## src/rtl/cci_test_flow_pkg.sv

```systemverilog
// cci_test_flow_pkg
// Shared types for the CCI test-AFU flow limiter.
//   t_flow_cnt   : default-width active-line counter (CNT_W = 10)
//   t_flow_lines : line count carried by a request/response (1..4, 0 = fence)
//   t_flow_state : per-channel throttle FSM state
// Optional feature macro used by the limiter: CCI_TEST_FLOW_PEAK_EN.

package cci_test_flow_pkg;

  localparam int FLOW_CNT_W_DEFAULT = 10;

  typedef logic [FLOW_CNT_W_DEFAULT-1:0] t_flow_cnt;
  typedef logic [2:0]                    t_flow_lines;

  typedef enum logic [1:0] {
    OPEN      = 2'd0,
    THROTTLED = 2'd1,
    DRAIN     = 2'd2,
    DONE      = 2'd3
  } t_flow_state;

  // A fence carries no data but still occupies one slot in the FIU.
  function automatic t_flow_lines flowReqLines(input t_flow_lines lines);
    return (lines == 3'd0) ? 3'd1 : lines;
  endfunction

endpackage

```

## src/rtl/cci_test_flow_chan.sv

```systemverilog
// cci_test_flow_chan
// Active-line counter plus throttle/drain FSM for a single request channel.
// Macro: CCI_TEST_FLOW_PEAK_EN keeps a peak watermark of the count; when it
// is undefined peakLines is tied to 0 and the register does not exist.
//
// Ports:
//   clk, reset    : clock, asynchronous active-high reset
//   reqValid      : request accepted this cycle, reqLines lines (0 = fence)
//   rspValid      : response observed, rspLines lines retired
//   limit         : line cap, 0 disables limiting
//   drainReq      : level, request the channel to drain to zero
//   forceAlmFull  : registered almost-full force
//   activeLines   : registered in-flight count
//   drainDone     : one-cycle pulse when a drain reaches zero
//   underflowErr  : sticky, a response retired more lines than were active
//   peakLines     : peak watermark (0 without the macro)
//
// state     | meaning
// ----------+-------------------------------------------------------------
// OPEN      | traffic flows, no force
// THROTTLED | count near the cap, force held until it falls below off_th
// DRAIN     | drain requested, force held until the count reaches zero
// DONE      | drain finished, force held until drainReq drops

module cci_test_flow_chan
  import cci_test_flow_pkg::*;
#(
  parameter int CNT_W          = 10,
  parameter int ALM_FULL_SLACK = 8,
  parameter int HYST           = 4
) (
  input  logic             clk,
  input  logic             reset,
  input  logic             reqValid,
  input  t_flow_lines      reqLines,
  input  logic             rspValid,
  input  t_flow_lines      rspLines,
  input  logic [CNT_W-1:0] limit,
  input  logic             drainReq,
  output logic             forceAlmFull,
  output logic [CNT_W-1:0] activeLines,
  output logic             drainDone,
  output logic             underflowErr,
  output logic [CNT_W-1:0] peakLines
);

  localparam int SUM_W = CNT_W + 2;
  localparam int TH_W  = CNT_W + 1;

  t_flow_state      state, stateNext;
  t_flow_lines      incLines, decLines;
  logic [SUM_W-1:0] sum;
  logic [CNT_W-1:0] nextLines;
  logic             nextUnderflow;
  logic [TH_W-1:0]  limitExt, nextExt, onTh, offTh;

  // Two's-complement sum: top bit set means the response retired more
  // lines than were in flight.
  always_comb begin
    incLines      = reqValid ? flowReqLines(reqLines) : 3'd0;
    decLines      = rspValid ? rspLines : 3'd0;
    sum           = {2'b00, activeLines} + SUM_W'(incLines) - SUM_W'(decLines);
    nextUnderflow = 1'b0;
    if (sum[SUM_W-1]) begin
      nextLines     = '0;
      nextUnderflow = 1'b1;
    end else if (|sum[SUM_W-2:CNT_W]) begin
      nextLines = '1;
    end else begin
      nextLines = sum[CNT_W-1:0];
    end
  end

  always_comb begin
    limitExt = {1'b0, limit};
    nextExt  = {1'b0, nextLines};
    onTh     = (limitExt > TH_W'(ALM_FULL_SLACK)) ? limitExt - TH_W'(ALM_FULL_SLACK) : '0;
    offTh    = (onTh > TH_W'(HYST)) ? onTh - TH_W'(HYST) : '0;
  end

  // Leaving THROTTLED also requires next < onTh. Normally implied by
  // next <= offTh; when onTh clamps to 0 it keeps force permanent instead
  // of toggling every cycle at a zero count.
  always_comb begin
    stateNext = state;
    case (state)
      OPEN: begin
        if (drainReq)
          stateNext = DRAIN;
        else if ((limit != '0) && (nextExt >= onTh))
          stateNext = THROTTLED;
      end
      THROTTLED: begin
        if (drainReq)
          stateNext = DRAIN;
        else if ((limit == '0) || ((nextExt <= offTh) && (nextExt < onTh)))
          stateNext = OPEN;
      end
      DRAIN: begin
        if (nextLines == '0)
          stateNext = DONE;
      end
      DONE: begin
        if (!drainReq)
          stateNext = OPEN;
      end
      default: stateNext = OPEN;
    endcase
  end

  always_ff @(posedge clk or posedge reset) begin
    if (reset) begin
      state        <= OPEN;
      activeLines  <= '0;
      forceAlmFull <= 1'b0;
      drainDone    <= 1'b0;
      underflowErr <= 1'b0;
    end else begin
      state        <= stateNext;
      activeLines  <= nextLines;
      forceAlmFull <= (stateNext != OPEN);
      drainDone    <= (state == DRAIN) && (stateNext == DONE);
      underflowErr <= underflowErr | nextUnderflow;
    end
  end

`ifdef CCI_TEST_FLOW_PEAK_EN
  always_ff @(posedge clk or posedge reset) begin
    if (reset)
      peakLines <= '0;
    else if (nextLines > peakLines)
      peakLines <= nextLines;
  end
`else
  assign peakLines = '0;
`endif

endmodule

```

## src/rtl/cci_test_flow_limiter.sv

```systemverilog
// cci_test_flow_limiter
// Per-channel active-request limiter for the MPF test AFU. Counts lines in
// flight on each request channel and forces Tx almost-full as the
// programmed cap approaches, with hysteresis, drain mode and underflow
// detection. One cci_test_flow_chan per channel; this level only slices
// the packed buses.
// Macro: CCI_TEST_FLOW_PEAK_EN enables the peakLines watermark registers;
// undefined, peakLines reads 0.
//
// Ports (all per channel, packed [N_CHANNELS-1:0]):
//   clk, reset    : clock, asynchronous active-high reset
//   reqValid/reqLines, rspValid/rspLines : request/response traffic
//   limit         : line cap, 0 disables limiting
//   drainReq      : level drain request
//   forceAlmFull  : OR'd into Tx almost-full by the parent
//   activeLines   : in-flight count
//   drainDone     : one-cycle drain-complete pulse
//   underflowErr  : sticky underflow flag
//   peakLines     : peak watermark

module cci_test_flow_limiter
  import cci_test_flow_pkg::*;
#(
  parameter int N_CHANNELS     = 2,
  parameter int CNT_W          = 10,
  parameter int ALM_FULL_SLACK = 8,
  parameter int HYST           = 4
) (
  input  logic                             clk,
  input  logic                             reset,
  input  logic [N_CHANNELS-1:0]            reqValid,
  input  logic [N_CHANNELS-1:0][2:0]       reqLines,
  input  logic [N_CHANNELS-1:0]            rspValid,
  input  logic [N_CHANNELS-1:0][2:0]       rspLines,
  input  logic [N_CHANNELS-1:0][CNT_W-1:0] limit,
  input  logic [N_CHANNELS-1:0]            drainReq,
  output logic [N_CHANNELS-1:0]            forceAlmFull,
  output logic [N_CHANNELS-1:0][CNT_W-1:0] activeLines,
  output logic [N_CHANNELS-1:0]            drainDone,
  output logic [N_CHANNELS-1:0]            underflowErr,
  output logic [N_CHANNELS-1:0][CNT_W-1:0] peakLines
);

  for (genvar c = 0; c < N_CHANNELS; c++) begin : gChan
    cci_test_flow_chan #(
      .CNT_W          (CNT_W),
      .ALM_FULL_SLACK (ALM_FULL_SLACK),
      .HYST           (HYST)
    ) chan (
      .clk          (clk),
      .reset        (reset),
      .reqValid     (reqValid[c]),
      .reqLines     (t_flow_lines'(reqLines[c])),
      .rspValid     (rspValid[c]),
      .rspLines     (t_flow_lines'(rspLines[c])),
      .limit        (limit[c]),
      .drainReq     (drainReq[c]),
      .forceAlmFull (forceAlmFull[c]),
      .activeLines  (activeLines[c]),
      .drainDone    (drainDone[c]),
      .underflowErr (underflowErr[c]),
      .peakLines    (peakLines[c])
    );
  end

endmodule

```

## config.mk

```make
export PLATFORM = sky130hd
export DESIGN_NAME = cci_test_flow_limiter
export DESIGN_NICKNAME = d
export VERILOG_FILES = /design/src/rtl/cci_test_flow_pkg.sv /design/src/rtl/cci_test_flow_chan.sv /design/src/rtl/cci_test_flow_limiter.sv
export SDC_FILE = /design/constraint.sdc
export NUM_CORES = 1
export LEC_CHECK = 0
export ABC_AREA = 1
export ABC_CLOCK_PERIOD_IN_PS = 5500
export BUFFER_PORTS_ARGS = -buffer_cell sky130_fd_sc_hd__buf_4
export CORE_MARGIN = 8
export CORE_UTILIZATION = 50
export CTS_BUF_LIST = sky130_fd_sc_hd__clkbuf_4
export DETAILED_ROUTE_END_ITERATION = 7
export PLACE_DENSITY = 0.76
export SETUP_SLACK_MARGIN = 0.4
export SLEW_MARGIN = 20
export SYNTH_ARGS = -nofsm -noshare
export SYNTH_HDL_FRONTEND = slang
export SYNTH_SLANG_ARGS = --single-unit
```

## constraint.sdc

```tcl
create_clock -name clk -period 5.5 [get_ports clk]
set_input_delay 0.55 -clock clk [delete_from_list [all_inputs] [get_ports clk]]
set_output_delay 0.55 -clock clk [all_outputs]
set_load 0.02 [all_outputs]
```

Word level (Yosys, flattened, before mapping)
Index checks and enable logic that the tools add are counted.
{"block": "word_totals", "in_bits": 40, "out_inout_bits": 46, "register_bits": 30}
{"block": "classes", "n_reduce_logical": 20, "n_bitwise": 2, "muxes": 30, "addsub": 8, "order_cmp": 10, "n_eq_ne": 8}
{"operator": "11-bit two-way mux", "count": 4}
{"operator": "10-bit logical NOT", "count": 4}
{"operator": "10-bit two-way mux", "count": 4}
{"operator": "2-bit two-way mux", "count": 12}
{"operator": "12-bit by 3-bit subtractor with 12-bit output", "count": 2}
{"operator": "10-bit by 3-bit adder with 11-bit output", "count": 2}
{"operator": "10-bit by 11-bit >= comparator with 1-bit output", "count": 2}
{"operator": "11-bit by 3-bit greater-than comparator with 1-bit output (second input constant)", "count": 2}
{"operator": "10-bit by 11-bit <= comparator with 1-bit output", "count": 2}
{"operator": "10-bit by 11-bit less-than comparator with 1-bit output", "count": 2}
{"operator": "10-bit by 4-bit subtractor with 11-bit output (second input constant)", "count": 2}
{"operator": "11-bit by 3-bit subtractor with 11-bit output (second input constant)", "count": 2}
{"operator": "10-bit by 4-bit greater-than comparator with 1-bit output (second input constant)", "count": 2}
{"operator": "10-bit nonzero test", "count": 2}
{"operator": "3-bit two-way mux", "count": 6}
{"operator": "2-bit case mux with 4 select lines", "count": 2}
{"operator": "2-bit == test (second input constant)", "count": 6}
{"operator": "1-bit logical AND", "count": 6}
{"operator": "3-bit logical NOT", "count": 2}
{"operator": "2-bit by 1-bit == test with 1-bit output (second input constant)", "count": 2}
{"operator": "2-bit logical NOT", "count": 2}
{"operator": "2-bit nonzero test", "count": 2}
{"operator": "1-bit logical OR", "count": 2}
{"operator": "1-bit two-way mux", "count": 2}
{"operator": "1-bit OR", "count": 2}

Depth between registers and ports, before layout
Gate-level depths: netlist (run 1).
{"block": "logic_depth", "depth_word": 15, "mapped_depth": 29, "mapped_depth_nobuf": 28}

By module
Synthesis (run 1) repeated with hierarchy kept, for this count alone.
{"block": "unflattened", "cells_unflattened": 732, "area_unflattened_um2": 4760.8}
{"mod": "cci_test_flow_chan (gChan[1].chan)", "cells_per_inst": 368, "seq_area_each_um2": 375.4, "area_each_um2": 2407.3, "n_inst": 1}
{"mod": "cci_test_flow_chan (gChan[0].chan)", "cells_per_inst": 364, "seq_area_each_um2": 375.4, "area_each_um2": 2353.5, "n_inst": 1}

Worst setup path after synthesis (run 1)
OpenSTA, ideal clock, no wires.
{"block": "synth_timing", "path_kind": "input -> register", "startpoint": "in reqLines[1] (netlist name)", "endpoint": "reg gChan[0].chan.forceAlmFull", "path_slack_ns": 1.301, "arrival_time_ns": 4.066, "path_stages": 28, "path_cell_list": "nor2_1 -> o21a_1 -> ha_1 -> fa_1 -> xor2_1 -> ha_1 -> nand2_1 -> nor2_1 -> a211oi_1 -> nand2_2 -> nor2_2 -> nand2_2 -> nor3_2 -> nand2_2 -> buf_6 -> o21ai_1 -> inv_2 -> ha_1 -> a21oi_1 -> o31ai_1 -> a21oi_1 -> nand2_1 -> nand3_1 -> nand2_1 -> nand2_1 -> a21oi_1 -> o21ai_2 -> nand4_1"}
{"block": "synth_via", "elab_chain_len": 14}
{"element": "start, declared", "line": "cci_test_flow_limiter.sv:32", "rtl": "input logic [N_CHANNELS-1:0][2:0] reqLines,"}
{"element": "3-bit logical NOT", "line": "cci_test_flow_pkg.sv:24", "rtl": "return (lines == 3'd0) ? 3'd1 : lines;"}
{"element": "3-bit two-way mux *", "line": "cci_test_flow_pkg.sv:24"}
{"element": "3-bit two-way mux *", "line": "cci_test_flow_chan.sv:60", "rtl": "incLines = reqValid ? flowReqLines(reqLines) : 3'd0;"}
{"element": "10-bit by 3-bit adder with 11-bit output *", "line": "cci_test_flow_chan.sv:62", "rtl": "sum = {2'b00, activeLines} + SUM_W'(incLines) - SUM_W'(decLines);"}
{"element": "12-bit by 3-bit subtractor with 12-bit output *", "line": "cci_test_flow_chan.sv:62"}
{"element": "10-bit two-way mux", "line": "cci_test_flow_chan.sv:67", "rtl": "end else if (|sum[SUM_W-2:CNT_W]) begin"}
{"element": "10-bit two-way mux *", "line": "cci_test_flow_chan.sv:64", "rtl": "if (sum[SUM_W-1]) begin"}
{"element": "named net gChan[0].chan.nextLines[2]", "line": "cci_test_flow_chan.sv:53", "rtl": "logic [CNT_W-1:0] nextLines;"}
{"element": "10-bit by 11-bit <= comparator with 1-bit output / 10-bit by 11-bit less-than comparator with 1-bit output (equally long branches)", "line": "cci_test_flow_chan.sv:96", "rtl": "else if ((limit == '0) || ((nextExt <= offTh) && (nextExt < onTh)))"}
{"element": "1-bit logical AND", "line": "cci_test_flow_chan.sv:96"}
{"element": "1-bit logical OR", "line": "cci_test_flow_chan.sv:96"}
{"element": "2-bit two-way mux", "line": "cci_test_flow_chan.sv:96"}
{"element": "2-bit two-way mux", "line": "cci_test_flow_chan.sv:94", "rtl": "if (drainReq)"}
{"element": "2-bit case mux with 4 select lines *", "line": "cci_test_flow_chan.sv:86", "rtl": "case (state)"}
{"element": "2-bit nonzero test *", "line": "cci_test_flow_chan.sv:121", "rtl": "forceAlmFull <= (stateNext != OPEN);"}
{"element": "end signal, assigned", "line": "cci_test_flow_chan.sv:121"}
{"element": "end, declared", "line": "cci_test_flow_chan.sv:40", "rtl": "output logic forceAlmFull,"}
Mark *: on every way through the listed nets, which the timed path passes. The rest lies on a longest branch.

Final worst setup path (run 1)
{"block": "layout_timing", "startpoint": "in reqLines[4] (netlist name)", "endpoint": "reg gChan[1].chan.forceAlmFull"}
{"block": "layout_via", "elab_chain_len": 14}
{"element": "3-bit logical NOT", "line": "cci_test_flow_pkg.sv:24"}
{"element": "3-bit two-way mux *", "line": "cci_test_flow_pkg.sv:24"}
{"element": "3-bit two-way mux *", "line": "cci_test_flow_chan.sv:60"}
{"element": "10-bit by 3-bit adder with 11-bit output *", "line": "cci_test_flow_chan.sv:62"}
{"element": "12-bit by 3-bit subtractor with 12-bit output *", "line": "cci_test_flow_chan.sv:62"}
{"element": "10-bit two-way mux", "line": "cci_test_flow_chan.sv:67"}
{"element": "10-bit two-way mux *", "line": "cci_test_flow_chan.sv:64"}
{"element": "named net gChan[1].chan.nextLines[3]", "line": "cci_test_flow_chan.sv:53"}
{"element": "10-bit by 11-bit <= comparator with 1-bit output / 10-bit by 11-bit less-than comparator with 1-bit output (equally long branches)", "line": "cci_test_flow_chan.sv:96"}
{"element": "1-bit logical AND", "line": "cci_test_flow_chan.sv:96"}
{"element": "1-bit logical OR", "line": "cci_test_flow_chan.sv:96"}
{"element": "2-bit two-way mux", "line": "cci_test_flow_chan.sv:96"}
{"element": "2-bit two-way mux", "line": "cci_test_flow_chan.sv:94"}
{"element": "2-bit case mux with 4 select lines *", "line": "cci_test_flow_chan.sv:86"}
{"element": "2-bit nonzero test *", "line": "cci_test_flow_chan.sv:121"}
{"element": "end signal, assigned", "line": "cci_test_flow_chan.sv:121"}
{"element": "end, declared", "line": "cci_test_flow_chan.sv:40"}
Marked as above.

==> results of run 1 <==
==> worst reg2reg max path, stage by stage, from the launching register on <==
cell	delay, ns
dfrtp_1	0.40
ha_1	0.23
fa_1	0.42
xor2_1	0.18
ha_1	0.34
nand2_1	0.08
nor2_1	0.04
a211oi_1	0.28
nand2_2	0.11
nor2_2	0.13
nand2_2	0.09
nor3_2	0.15
nand2_2	0.20
o21ai_1	0.16
inv_2	0.08
ha_1	0.32
a21oi_1	0.15
o31ai_1	0.09
a21oi_1	0.13
nand2_1	0.06
nand3_1	0.06
nand2_1	0.05
nand2_1	0.05
a21oi_1	0.08
o21ai_2	0.16
nand4_1	0.09
==> final timing paths <==
check / end / cells past startpoint
max reg2reg: gChan[0].chan.forceAlmFull / 25
min reg2reg: gChan[1].chan.underflowErr / 2
min in group clk: gChan[0].chan.state[1] / 3
min: gChan[1].chan.activeLines[8] / 2
max: gChan[1].chan.forceAlmFull / 25
max in group asynchronous: gChan[1].chan.state[1] / 2
==> cell usage in the layout, fill, tap and decap left out, drive strengths merged, types with 12 or more instances in the layout <==
| master | n |
|---|---|
| a21oi | 17 |
| buf | 65 |
| conb | 20 |
| dfrtp | 30 |
| ha | 50 |
| inv | 127 |
| nand2 | 206 |
| nand3 | 70 |
| nand4 | 21 |
| nor2 | 84 |
| nor3 | 12 |
| o21ai | 29 |
| xor2 | 12 |
==> area by class of cell <==
cell class | count | share of cell area
multi-input cells | 563 | 0.6316
flip-flops and latches | 30 | 0.1430
repair buffers | 65 | 0.09295
inverters | 127 | 0.09080
well taps | 111 | 0.02645
clock inverters | 3 | 0.007626
clock buffers | 5 | 0.007150
diodes | 1 | 0.0004766
==> per-stage QoR <==
| stage | cell area [um2] | setup slack [ns] | hold slack [ns] |
|---|---|---|---|
| floorplan | 4761 | 1.301 | 0.4346 |
| global placement | 5170 | 0.9713 | 0.4753 |
| detailed placement | 5170 | 0.8047 | 0.4749 |
| CTS | 5248 | 1.148 | 0.4254 |
| global route | 5250 | 0.6902 | 0.3412 |
| finish | 5250 | 1.149 | 0.2955 |
==> logic make-up (layout without fill, tap and decap cells) <==
family                   count (synthesis)  in the layout  synth area share
buffers and inverters                  155            200            0.1481
other                                    1             21         0.0007997
flip-flops                              30             30            0.1601
XOR/XNOR                                19             19           0.03549
AO/OA/AOI/OAI                           61             61           0.07764
AND/OR/NAND/NOR                        409            409            0.4274
adder cells (fa/ha/maj)                 54             54            0.1505
==> metal layers <==
metal / up-vias / wire length, um / global-route usage / share of wire
met5: - / 0 / 0 / 0
met4: 0 / 230 / 0.06385 / 0.020
met3: 20 / 752 / 0.02449 / 0.065
met2: 141 / 5128 / 0.3017 / 0.44
met1: 2098 / 5430 / 0.2330 / 0.47
li1: 2413 / - / - / -
==> state kept, by name (all words and copies together), names as in the netlist <==
signal,count
gChan.chan.activeLines,20
gChan.chan.state,4
gChan.chan.drainDone,2
gChan.chan.forceAlmFull,2
gChan.chan.underflowErr,2
==> power by group <==
group	leakage (nW)	switching (mW)	internal, mW
combinational	2.60	1.36	0.800
clock	0.0450	0.0819	0.0941
sequential	0.346	0.0987	0.307
total	2.99	1.55	1.20
==> results.cfg, run 1 <==
[timing]
finalMaxSlewViolations = 0
max_slew.worst_pin.slew_ns = 0.6244
fin_skew_ns = 0.008002
final-setup-viol-count = 0
fmax_mhz = 229.8
rsz0062_at_grt = no
post-route-period-util = 0.7911
fin_crit_ns = 4.351
slew_headroom = 0.5831
setup_tns_ns = 0
finalHoldViolCount = 0

[logic_synthesis]
netlist.area_leader.share = 0.1601
synth-edff-count = 0
synth-async-reset-ratio = 1.000
synth_top_cell_by_area = dfrtp_1
synth_ff_type = dfrtp_1
synth_commonest_cells = nand2_1, inv_1, nor2_1
synthCells = 729
ys_types = 42
synth.avg_cell_area_um2 = 6.433
yosysSeqAreaShare = 0.1601
syn-cell-area_um2 = 4689
yosysWarningCount = 0
synth.most_common_cell = nand2_1
ys_top_cells_by_area = dfrtp_1, nand2_1, ha_1, inv_1, nand3_1
synth-seq-cells = 30

[floorplan]
initial_utilization = 0.5124
die_area_um2 = 12730
row_count = 35
io_pins = 86
die_w_um = 112.8
core_area_um2 = 9153
dieHeight_um = 112.8

[route]
drc_errors = 0
vias = 4672
firstDrtPassIters = 4
vias_per_cell = 5.162
postRouteAntennaNets = 0
wirelength_um = 11540
wl_per_cell_um = 12.75
drtIter0Drc = 216

[cts]
ctsResizeCount = 0
root_buffer = clkbuf_4
cts_hold_buf = 0
htreeDepth = 2
cts_inserted_buffers = 5
clkLatencyLatePin_ns = 0.33
cts.clk_slew.worst_paths_ns = 0.10
cts.sink_count = 30
clk_path_buf_depth = 2
post-cts-setup-buffer-count = 0
cts_tree = built

[final_layout]
syn_to_final_growth_pct = 11.95
stdcell_count = 905
nNetsFinal = 886
multi_input_area_um2 = 3316
fill_cells = 867
drive_gt1_frac = 0.1967
final_util = 0.5736
regArea_um2 = 750.7

[place]
hpwl_um = 10060
place_inst = 896
gp_congestion = 0.9280
portBuffers = 65

[setup_path]
cp.required_ns = 5.77
cp-end-kind = flip-flop
critPathLaunch = reqLines[4]
slowest_stage = fa_1
crit_arrival_ns = 4.62
cpMostUsedCell = inv_1
crit_path_start_kind = input port
crit_family = simple AND/OR/NAND/NOR gates
path_class = input port to flip-flop
cp_max_fo = 14
rr_startpoint = gChan[0].chan.activeLines[0]
max_stage_delay_ns = 0.48
path_buf_inv = 6
rrSetupSlack_ns = 1.26

[pwr]
leakage_nw = 2.991
total_power_mw = 2.747
power_density_nw_per_um2 = 523.2
peakVddDrop_uv = 206.5

[flow_run]
maxCapViolations = 0

[global_route]
grt_overflow = 0
grt_pass1_vias = 4465
grt_max_degree = 31
grt_pass1_wl_um = 19710
antenna_found_initial = 1
grt_usage = 0.1807

[status]
outcome = finished, final reports clean

[hold_path]
min_path_type = input port to async pin
No activity file was read; power rests on OpenSTA's default activity.
==> run 2, diff against run 1 <==
Settings changed: ABC_AREA 1 to 0, ABC_CLOCK_PERIOD_IN_PS 5500 to 3900, PLACE_DENSITY 0.76 to 0.79.
Clock period 5.5 ns to 3.9 ns, I/O delays scaled along.
==> results.cfg, run 2 <==
[pwr]
peakVddDrop_uv = 358.7
total_power_mw = 5.805
seqPwrFrac = 0.109
clockPowerShare = 0.032
leakage_nw = 3.071
power_density_nw_per_um2 = 858.9
p_sw_frac = 0.4856
p_sw_mw = 2.819
pwr-share-comb = 0.859
power.internal_mw = 2.986

[floorplan]
row_count = 35
die_w_um = 113.0
dieHeight_um = 113.0
die_area_um2 = 12760
core_area_um2 = 9196
io_pins = 86
initial_utilization = 0.5112

[timing]
finalMaxSlewViolations = 0
fmax_mhz = 236.8
post-route-period-util = 1.083
rsz0062_at_grt = yes
slew_headroom = 0.5816
fin_skew_ns = 0.009797
setup_ws_ns = -0.3231
setup_tns_ns = -1.148
fin_crit_ns = 4.223
max_slew.worst_pin.slew_ns = 0.6266
final-setup-viol-count = 4
fin_hold_ws_ns = 0.1444
finalHoldViolCount = 0

[place]
preCtsSetupSlack_ns = -0.7417
portBuffers = 65
gp_congestion = 0.9255
hpwl_um = 12200

[route]
firstDrtPassIters = 4
vias = 5406
drc_errors = 0
postRouteAntennaNets = 0
wl_per_cell_um = 17.69
wirelength_um = 16050
vias_per_cell = 5.960
drtIter0Drc = 361

[cts]
cts_inserted_buffers = 5
root_buffer = clkbuf_4
clk_path_buf_depth = 2
cts.clk_slew.worst_paths_ns = 0.10
cts.sink_count = 30
htreeDepth = 2
clkLatencyLatePin_ns = 0.32
cts_tree = built

[global_route]
grt_pass1_wl_um = 25030
grt_use_met3 = 0.02343
gr-max-usage-layer = met2
grt_usage = 0.2308
met2_usage = 0.4006
grt_pass1_vias = 5374
grt_overflow = 0
gr-usage-met1 = 0.2916
grt_max_degree = 31
antenna_found_initial = 1

[final_layout]
layout_common_cells = buf_4, nand2_1, ha_1, a21oi_1, dfrtp_1
mostFrequentLayoutCell = buf_4
syn_to_final_growth_pct = 43.78
regMostFlops = gChan.chan.activeLines
top_regs = gChan.chan.activeLines: 20 flops, gChan.chan.state: 4 flops
final_util = 0.7350
drive_gt1_frac = 0.3811
largest_register_ffs = 20
nNetsFinal = 888

[setup_path]
path_class = flip-flop to flip-flop
crit_path_start_kind = flip-flop
cp.required_ns = 4.08
rrSetupSlack_ns = -0.32
path_buf_inv = 0
max_stage_delay_ns = 0.44
slowest_stage = or3b_4
cp_max_fo = 4
cp-end-kind = flip-flop
worstPathCellList = ha_2, fa_2, or3b_4, nor3_4, a221oi_4, a21oi_4, and3_4, nor2_4, a21oi_4, ha_4, nor2b_4, o21a_1, o21ai_1, nand2b_1, a311o_1, a211oi_2, o21ai_1, a21oi_2, nand3_1
crit_family = compound AO/OA/AOI/OAI gates
crit_arrival_ns = 4.41

[logic_synthesis]
syn-cell-area_um2 = 4701
synth.avg_cell_area_um2 = 7.770
synth_top_family_by_area = simple AND/OR/NAND/NOR gates
synth-async-reset-ratio = 1.000
netlist.area_leader.share = 0.1597
yosysWarningCount = 0
ys_top_cells_by_area = dfrtp_1, ha_1, xnor2_1, a21oi_1, buf_4
synth_ff_type = dfrtp_1
synth-seq-cells = 30
synth_xor_area_frac = 0.07266
synth-edff-count = 0
synth_commonest_cells = nand2_1, ha_1, a21oi_1
yosys.area_share.simple = 0.2742
synthCells = 605
synth.most_common_cell = nand2_1
synthMuxAreaShare = 0.01065
synth_top_cell_by_area = dfrtp_1
synth_fa_ha_area_frac = 0.1525
yosysSeqAreaShare = 0.1597
ys_types = 79
synth_compound_area_frac = 0.2529

[hold_path]
min_path_type = input port to async pin

[status]
outcome = complete, but fails checks
violations = setup timing

[flow_run]
maxCapViolations = 0
-- run 2: cell count changes after synthesis, sizes merged, moves of 10 or more --
cell    delta
inv       -97
nand3     -49
nand2b    +14
a21oi     +30
nor2      -52
nand2    -152
or3       +10
a21o      +11
nor2b     +15
nand4     -10
and2      +18
xnor2     +20
-- run 2: per-stage QoR --
step	instances	instance area, um2
6_report	907	6759
5_1_grt	907	6759
4_1_cts	891	6449
3_5_place_dp	872	6095
3_3_place_gp	872	6095
2_1_floorplan	624	4881
-- run 2: timing repair --
item,CTS,global route
hold buffers,0,0
setup buffers,11,15
endpoints found under the setup margin,5,6
pin swaps,30,41
resized for setup,33,37
-- run 2: cell families after synthesis --
kind of cell / Yosys count
other cells: 1
simple gates: 240
buf+inv: 68
flops: 30
xor+xnor: 39
fa+ha+maj: 55
compound gates: 167
mux: 5
-- run 2: layout make-up --
cell class              instances  area, um2
fillers                       705       2437
well taps                     111      138.9
diodes                          1      2.502
flip-flops and latches         30      750.7
clock inverters                 2      8.758
repair buffers                201       1548
inverters                      30      112.6
clock buffers                   6      45.04
multi-input cells             526       4153
-- run 2: power by group through the flow --
stage / registers, mW / logic (mW) / clock network, mW
global route: 0.644 / 5.36 / 0.199
detailed placement: 0.620 / 3.97 / 0
global placement: 0.611 / 3.83 / 0
floorplan: 0.695 / 2.31 / 0
CTS: 0.614 / 4.38 / 0.186
finish: 0.633 / 4.99 / 0.185
-- run 2: path summary, 6_finish.rpt --
kind / cells past startpoint / to / start
min in group clk: 2 / gChan[1].chan.state[1] / drainReq[1]
worst max-delay path: 19 / gChan[0].chan.state[0] / gChan[0].chan.activeLines[0]
worst max register to register: 19 / gChan[0].chan.state[0] / gChan[0].chan.activeLines[0]
max in group asynchronous: 2 / gChan[0].chan.state[0] / reset
worst min-delay path: 2 / gChan[1].chan.activeLines[0] / reset
worst min register to register: 1 / gChan[0].chan.underflowErr / gChan[0].chan.underflowErr
-- run 2: layer usage --
layer | wire length, um | vias up
met4 | 349 | 0
met1 | 6827 | 2578
li1 | - | 2571
met3 | 1010 | 31
met2 | 7862 | 226
met5 | 0 | -
==> run 3, diff against run 2 <==
Settings changed: ABC_AREA 0 to 1, ABC_CLOCK_PERIOD_IN_PS 3900 to 4600, PLACE_DENSITY 0.79 to 0.76.
Clock period 3.9 ns to 4.6 ns, I/O delays scaled along.
==> results.cfg, run 3 (same netlist as run 1, synthesis figures left out) <==
[final_layout]
mostFrequentLayoutCell = nand2_1
multi_input_area_um2 = 3667
final_util = 0.6303
nNetsFinal = 912
fill_cells = 834
regArea_um2 = 750.7
syn_to_final_growth_pct = 23.03
regMostFlops = gChan.chan.activeLines
layout_common_cells = nand2_1, inv_1, buf_4, nor2_1, nand3_1
largest_register_ffs = 20
drive_gt1_frac = 0.2836
top_regs = gChan.chan.activeLines: 20 flops, gChan.chan.state: 4 flops
fin_area_um2 = 5769

[floorplan]
initial_utilization = 0.5124
core_area_um2 = 9153
io_pins = 86
die_w_um = 112.8
die_area_um2 = 12730
row_count = 35
dieHeight_um = 112.8

[timing]
setup_ws_ns = 0.5116
finalMaxSlewViolations = 0
finalHoldViolCount = 0
fin_crit_ns = 4.088
fmax_mhz = 244.6
fin_skew_ns = 0.006544
final-setup-viol-count = 0
rsz0062_at_grt = yes
post-route-period-util = 0.8888

[place]
portBuffers = 65
preCtsSetupSlack_ns = -0.009442
gp_congestion = 0.9042
hpwl_um = 10210
placedInstanceArea_um2 = 5207

[route]
drc_errors = 0
vias_per_cell = 5.254
wirelength_um = 13070
postRouteAntennaNets = 0
drtIter0Drc = 227
wl_per_cell_um = 14.06
vias = 4886
firstDrtPassIters = 5

[global_route]
grt_pass1_wl_um = 20270
grt_use_met3 = 0.02982
grt_usage = 0.1879
met2_usage = 0.3232
grt_pass1_vias = 4601
gr-max-usage-layer = met2
gr-usage-met1 = 0.2368
antenna_found_initial = 1
grt_max_degree = 31
grt_overflow = 0

[setup_path]
cpMostUsedCell = nand2_1
rr_startpoint = gChan[0].chan.activeLines[0]
cp_max_fo = 5
path_class = input port to flip-flop
max_stage_delay_ns = 0.38
worstSetupEndpoint = gChan[0].chan.state[0]
critPathLaunch = reqLines[1]
r2r_cells = 23
slowest_stage = fa_2
rrSetupSlack_ns = 0.52
cp-end-kind = flip-flop
cp.required_ns = 4.81
crit_arrival_ns = 4.30
r2r_end = gChan[0].chan.state[0]
crit_path_start_kind = input port

[flow_run]
maxCapViolations = 0

[pwr]
leakage_nw = 3.132
power_density_nw_per_um2 = 654.1
peakVddDrop_uv = 241.3

[cts]
cts.clk_slew.worst_paths_ns = 0.10
root_buffer = clkbuf_4
cts_hold_buf = 0
clkLatencyLatePin_ns = 0.33
cts.sink_count = 30
htreeDepth = 2
clk_path_buf_depth = 2
cts_inserted_buffers = 5
cts_tree = built

[hold_path]
min_path_type = input port to async pin

[status]
outcome = finished, final reports clean
-- run 3: cell count changes in the layout (fill, tap and decap cells not counted), sizes merged, moves of 14 or more --
cell    previous run  this run
nand3             21        70
nor2              32        84
inv               30       127
nand2b            14         0
nand2             54       207
xnor2             27         7
buf              199        90
a21oi             47        17
and2              19         1
nor2b             15         0
-- run 3: final cells by class --
type / instances / share of cell area
clock inverters: 2 / 0.001735
well taps: 111 / 0.02407
repair buffers: 90 / 0.1184
clock buffers: 5 / 0.006506
inverters: 127 / 0.08306
flip-flops and latches: 30 / 0.1301
diodes: 1 / 0.0004337
multi-input cells: 564 / 0.6357
-- run 3: report_power, final --
group / internal [mW] / total [mW] / switching [mW] / leakage, nW
logic: 1.22 / 3.13 / 1.91 / 2.75
clock network: 0.0549 / 0.150 / 0.0955 / 0.0308
registers: 0.367 / 0.497 / 0.129 / 0.346
-- run 3: through the flow --
step           instances  total power, mW  hold slack, ns   TNS (ns)
5_1_grt              930            4.136          0.2268          0
6_report             930            3.773          0.2020          0
3_5_place_dp         901            3.086          0.4529  -0.009442
3_3_place_gp         901            3.009          0.4487          0
4_1_cts              910            3.271          0.2110          0
2_1_floorplan        748            2.415          0.4346          0
-- run 3: how the worst min path moves through the flow --
stage,start,cells after the start,end,slack [ns]
floorplan,gChan[0].chan.underflowErr,2,gChan[0].chan.underflowErr,0.43
global placement,gChan[1].chan.underflowErr,2,gChan[1].chan.underflowErr,0.45
detailed placement,gChan[1].chan.underflowErr,2,gChan[1].chan.underflowErr,0.45
CTS,reset,3,gChan[1].chan.forceAlmFull,0.21
global route,reset,3,gChan[0].chan.activeLines[2],0.23
finish,reset,3,gChan[1].chan.forceAlmFull,0.20
-- run 3: layer usage --
layer / share of wire / routed length [um]
met3: 0.056 / 727
met1: 0.44 / 5786
met4: 0.031 / 404
met5: 0 / 0
met2: 0.47 / 6156
-- run 3: worst max-delay path: cells and delay by family --
family | cells | cell delay, ns
AO/OA/AOI/OAI | 4 | 0.64
XOR/XNOR | 1 | 0.18
adder cells (fa/ha/maj) | 4 | 1.18
buffers and inverters | 3 | 0.34
AND/OR/NAND/NOR | 14 | 1.49
-- run 3: what timing repair did --
action / in CTS / in global routing
gates resized for setup: 2 / 72
pin swaps: 1 / 44
endpoints found under the setup margin: 4 / 4
cloned: 0 / 1
setup buffers: 2 / 18
